===== src/rtl/serial_window_sampler.sv =====
// serial_window_sampler
//
// Front end for a 4-input pattern decoder. An asynchronous serial line is
// synchronised, sampled once every DIV clock cycles while enabled, and
// shifted into a 4-bit window presented as parallel bits.
//
// Parameters
//   DIV          sample period in clk cycles (1..256)
//   SYNC_STAGES  depth of the din synchroniser (2..4)
//
// Ports
//   clk          rising-edge clock
//   rst_n        asynchronous active-low reset
//   din          asynchronous serial data
//   en           sampling enable (synchronous)
//   flush        synchronous clear of window, fill state and prescaler
//   a            oldest window bit (window[3])
//   b            window[2]
//   c            window[1]
//   d            newest window bit (window[0])
//   valid        window holds 4 samples taken since the last reset/flush
//   sample_tick  one-cycle pulse when a new sample becomes visible
module serial_window_sampler #(
  parameter int DIV         = 4,
  parameter int SYNC_STAGES = 2
) (
  input  logic clk,
  input  logic rst_n,
  input  logic din,
  input  logic en,
  input  logic flush,
  output logic a,
  output logic b,
  output logic c,
  output logic d,
  output logic valid,
  output logic sample_tick
);

  localparam int CNT_W = (DIV > 1) ? $clog2(DIV) : 1;
  localparam logic [CNT_W-1:0] CNT_LAST = CNT_W'(DIV - 1);
  localparam logic [2:0] FILL_FULL = 3'd4;

  // ------------------------------------------------------------------
  // Input synchroniser
  // ------------------------------------------------------------------
  logic [SYNC_STAGES-1:0] sync_reg;
  logic                   din_s;

  generate
    for (genvar gi = 0; gi < SYNC_STAGES; gi++) begin : g_sync
      if (gi == 0) begin : g_first
        always_ff @(posedge clk or negedge rst_n) begin
          if (!rst_n) sync_reg[gi] <= 1'b0;
          else        sync_reg[gi] <= din;
        end
      end else begin : g_rest
        always_ff @(posedge clk or negedge rst_n) begin
          if (!rst_n) sync_reg[gi] <= 1'b0;
          else        sync_reg[gi] <= sync_reg[gi-1];
        end
      end
    end
  endgenerate

  assign din_s = sync_reg[SYNC_STAGES-1];

  // ------------------------------------------------------------------
  // Prescaler, window and fill state
  // ------------------------------------------------------------------
  logic [CNT_W-1:0] cnt_reg,    cnt_next;
  logic [3:0]       window_reg, window_next;
  logic [2:0]       fill_reg,   fill_next;
  logic             valid_reg,  valid_next;
  logic             tick_reg,   tick_next;
  logic             tick;

  // flush masks the tick so a coincident sample is discarded.
  assign tick = en && !flush && (cnt_reg == CNT_LAST);

  always_comb begin
    cnt_next    = cnt_reg;
    window_next = window_reg;
    fill_next   = fill_reg;
    tick_next   = 1'b0;

    if (flush) begin
      cnt_next    = '0;
      window_next = 4'b0000;
      fill_next   = 3'd0;
    end else if (en) begin
      cnt_next = (cnt_reg == CNT_LAST) ? '0 : cnt_reg + CNT_W'(1);
      if (tick) begin
        window_next = {window_reg[2:0], din_s};
        tick_next   = 1'b1;
        if (fill_reg != FILL_FULL) fill_next = fill_reg + 3'd1;
      end
    end else begin
      // Disabling discards any partial period.
      cnt_next = '0;
    end

    // Derived from the next fill so valid rises together with the 4th tick.
    valid_next = (fill_next == FILL_FULL);
  end

  always_ff @(posedge clk or negedge rst_n) begin
    if (!rst_n) begin
      cnt_reg    <= '0;
      window_reg <= 4'b0000;
      fill_reg   <= 3'd0;
      valid_reg  <= 1'b0;
      tick_reg   <= 1'b0;
    end else begin
      cnt_reg    <= cnt_next;
      window_reg <= window_next;
      fill_reg   <= fill_next;
      valid_reg  <= valid_next;
      tick_reg   <= tick_next;
    end
  end

  assign a           = window_reg[3];
  assign b           = window_reg[2];
  assign c           = window_reg[1];
  assign d           = window_reg[0];
  assign valid       = valid_reg;
  assign sample_tick = tick_reg;

endmodule


===== config.mk =====
export PLATFORM = sky130hd
export DESIGN_NAME = serial_window_sampler
export DESIGN_NICKNAME = d
export VERILOG_FILES = /design/src/rtl/serial_window_sampler.sv
export SDC_FILE = /design/constraint.sdc
export NUM_CORES = 1
export LEC_CHECK = 0
export CORE_AREA = 4 4 41 43
export CTS_CLUSTER_DIAMETER = 60
export DETAILED_ROUTE_END_ITERATION = 12
export DIE_AREA = 0 0 45 47
export HOLD_SLACK_MARGIN = 0.12
export PLACE_DENSITY = 0.69
export SLEW_MARGIN = 20
export SYNTH_ARGS = -nofsm -noshare
export SYNTH_HDL_FRONTEND = slang
export SYNTH_SLANG_ARGS = --single-unit

===== constraint.sdc =====
create_clock -name clk -period 3 [get_ports clk]
set_input_delay 0.45 -clock clk [delete_from_list [all_inputs] [get_ports clk]]
set_output_delay 0.45 -clock clk [all_outputs]
set_load 0.05 [all_outputs]

# ---- Word-level counts from Yosys, hierarchy flattened
# Index checks and enable logic that the tools add are counted.
dict set report op_classes {
  n_mux 13
  n_eq_ne 3
  n_reduce_logical 6
  add_sub_neg 2
}
# cell count
set ops {}
lappend ops {{2-to-1 mux 3 bit} 4}
lappend ops {{2-to-1 mux 4 bit} 3}
lappend ops {{2-to-1 mux 2 bit} 3}
lappend ops {{nonzero test 2 bit} 2}
lappend ops {{adder 3 x 1 -> 3 bit, second input constant} 1}
lappend ops {{equality test 3 bit, second input constant} 1}
lappend ops {{2-to-1 mux 1 bit} 3}
lappend ops {{inequality test 3 bit, second input constant} 1}
lappend ops {{adder 2 x 1 -> 2 bit, second input constant} 1}
lappend ops {{equality test 2 bit, second input constant} 1}
lappend ops {{logical AND 1 bit} 2}
lappend ops {{AND reduction 2 bit} 1}
lappend ops {{logical NOT 1 bit} 1}
dict set report totals {
  ff_bits 13
}

# ---- Logic depth before layout (Yosys ltp)
dict set report depth {
  depth_word 7
  depth_mapped 5
  depth_no_buf 5
}

# ---- Worst setup path after synthesis
# Ideal clock, no wire load.
dict set report synth_timing {
  kind {register to register}
  start {register cnt_reg[0]}
  end {register valid_reg (netlist: valid)}
  synth_period_minus_slack_ns 1.417
  arrival_time_ns 1.322
  path_stages_with_launch 6
  setup_slack_ns 1.583
  path_cell_list {dfrtp_1 > ha_1 > and2_4 > buf_6 > a311oi_4 > nor4b_2}
}
dict set report synth_via {
  elab_chain_len 6
}
# element line_no
set synth_rtl {}
lappend synth_rtl {{from (decl)} 71} ;# logic [CNT_W-1:0] cnt_reg, cnt_next;
lappend synth_rtl {{from (signal assigned)} 115} ;# cnt_reg <= cnt_next;
lappend synth_rtl {{equality test 2 bit} 79} ;# assign tick = en && !flush && (cnt_reg == CNT_LAST);
lappend synth_rtl {{logical AND 1 bit} 79}
lappend synth_rtl {{2-to-1 mux 3 bit} 93} ;# if (tick) begin
lappend synth_rtl {{2-to-1 mux 3 bit} 91} ;# end else if (en) begin
lappend synth_rtl {{2-to-1 mux 3 bit} 87} ;# if (flush) begin
lappend synth_rtl {{via fill_next[2]} 73} ;# logic [2:0] fill_reg, fill_next;
lappend synth_rtl {{equality test 3 bit} 104} ;# valid_next = (fill_next == FILL_FULL);
lappend synth_rtl {{via valid_next} 74} ;# logic valid_reg, valid_next;
lappend synth_rtl {{to (signal assigned)} 118} ;# valid_reg <= valid_next;
lappend synth_rtl {{to (decl)} 74}
# The timed path passes the listed nets, and every way through them passes these cells.
# A chain may end at the register's enable or synchronous reset.

# ---- Worst setup path in the final report
dict set report layout_timing {
  start {register window_reg[2]}
  end {output b}
}
# element line_no
set layout_rtl {}
lappend layout_rtl {{from (decl)} 72} ;# logic [3:0] window_reg, window_next;
lappend layout_rtl {{from (signal assigned)} 116} ;# window_reg <= window_next;
lappend layout_rtl {{to (decl)} 33} ;# output logic b,
# No word-level cell between the ends.

==> results.yml <==
clocking:
  numCtsBuffers: 3
  htree_levels: 1
  root_buffer: "clkbuf_4"
  clk_pin_slew_ps: 70
  ctsResizeCount: 0
  cts_sinks: 13
  holdBufCountCts: 0
  cts_tree: "done"
  clock_latency_ps: 270
  post_cts_buffers: 0
  clockBufferDepth: 2
logic_synthesis:
  synth_cells: 48
  syn_area_per_cell_sq_um: 12.1
  synth.distinct_cells: 18
  synth_nets: 56
  syn_area_sq_um: 583
  ys_seq_area_share_pct: 55.8
  synth.ff_latch_count: 13
  ys_warn_count: 0
placed_design:
  routabilityCongestion: 0.780
  placed_cell_area_sq_um: 686
  post-place-ws_ps: 1160
  place_hpwl_um: 713
  io_buffers: 10
floorplanning:
  placementRows: 13
  core_sq_mm: 0.00130
  io_pins: 11
  dieArea_sq_mm: 0.00212
  die_h_um: 47
  start_util_pct: 44.8
  die_width_um: 45
critical_path:
  crit_family: "buffers and inverters"
  crit_required_ps: 2550
  cp-start-kind: "register"
  critical_path_buf_inv_count: 1
  r2r_end: "valid"
  reg2reg_from: "cnt_reg[0]"
  crit_arrival_ps: 1450
  critPathSlowestCell: "clkdlybuf4s50_1"
  endpoint_kind: "output pin"
  critPathMaxFanout: 3
  worstRegToRegCells: 4
  path_cells: "clkdlybuf4s50_1"
  setup.worst_path.class: "register to output pin"
  cpPeakStageDelay_ps: 810
  ff2ff_setup_slack_ps: 1520
sta:
  fin_crit_ps: 1900
  slew-limit-headroom_pct: 61.4
  final-setup-viol-count: 0
  finalClockSkew_ps: 8.00
  finalSetupTns_ps: 0
  rsz0062_at_grt: "false"
  finalCritPeriodShare_pct: 63.2
  setup_slack_ps: 1100
  clock.fmax_ghz: 0.527
  finalHoldViolations: 0
  worstMarginPinSlew_ps: 577
  whs_ps: 358
  final-max-slew-violation-count: 0
drt:
  drtAntennaViolNets: 0
  avgViaCountPerCell: 5.03
  vias: 377
  drt_iter0_markers: 11
  routed_wl_um: 979
  remaining_drc_errors: 0
  wire_per_inst_um: 13.1
  first_pass_iters: 2
finish:
  area_growth_pct: 22.1
  final_area_sq_um: 712
  drive_gt1_share_pct: 18.3
  antenna_cells: 0
  layout.nets: 69
  fin_util_pct: 54.7
  largest_reg_flops: 4
grt:
  grt_first_pass_wirelength_mm: 1.64
  grt_max_degree: 14
  grt_use_total_pct: 10.9
  overflow: 0
  grt_pass1_vias: 358
  antenna_found_initial: 0
min_path:
  min_path_cells: 0
  hold_start: "sync_reg[0]"
  holdPathEnd: "din_s"
  hp-class: "register to register"
power:
  p_leak_nw: 0.309
  irDropWorstVdd_v: 0.000193
  p_per_area_mw_per_mm2: 423
run:
  max-cap-violations: 0
outcome:
  status: "finished, final reports clean"
[synth_stat cells]
library cell  instances  area [sq um]
nand2_1              10          37.5
a211oi_1              1          7.51
buf_6                 1          11.3
a21bo_2               1          10.0
inv_1                 2          7.51
ha_1                  3          37.5
a21oi_1               5          25.0
nor2b_1               1          6.26
dfrtp_1              13           325
and2_4                1          8.76
a31oi_1               1          6.26
and3b_2               2          20.0
nand3_1               1          5.00
a311oi_4              1          26.3
nor4b_2               2          30.0
nor3b_1               1          7.51
buf_2                 1          5.00
or2_2                 1          6.26
[final cells by class]
type	count	area (sq um)
Clock buffer	4	26.3
Fill cell	135	589
Tap cell	15	18.8
Inverter	2	7.51
Multi-Input combinational cell	31	234
Timing Repair Buffer	10	100
Sequential cell	13	325
[kinds of logic after synthesis]
group / synth area share [%]
flip-flops: 55.8
AO/OA/AOI/OAI: 12.9
AND/OR/NAND/NOR: 20.8
buffers and inverters: 4.08
adder cells (fa/ha/maj): 6.44
[layer usage]
layer	part of all wire [%]	global-route usage, %
met1	47	15.7
met2	45	15.0
met3	7.9	3.07
met4	0	5.26
met5	0	0
[layout by cell type, fill, tap and decap left out, drive strengths merged, types with 2 or more instances in the layout]
cell type,count
a21oi,5
and3b,2
clkbuf,4
clkdlybuf4s50,10
dfrtp,13
ha,3
inv,2
nand2,10
nor4b,2
[per-stage QoR]
| step | instances | power [mW] |
|---|---|---|
| after CTS | 75 | 0.304 |
| after detailed placement | 71 | 0.198 |
| after global placement | 71 | 0.198 |
| final | 75 | 0.301 |
| after global routing | 75 | 0.316 |
| after floorplan | 48 | 0.187 |
[how the worst max path moves through the flow]
stage / cells past startpoint / start / to
floorplan: 5 / cnt_reg[0] / valid
global placement: 4 / en / valid
detailed placement: 4 / en / valid
CTS: 1 / window_reg[1] / c
global route: 1 / window_reg[2] / b
finish: 1 / window_reg[2] / b
[report_power, final]
part	internal, mW	total (mW)	leakage [nW]	switching (mW)
clock network	0.0514	0.107	0.0150	0.0554
logic	0.00661	0.0152	0.118	0.00862
registers	0.178	0.179	0.176	0.00104
total	0.236	0.301	0.309	0.0651
Power figures use the tool's default switching activity.
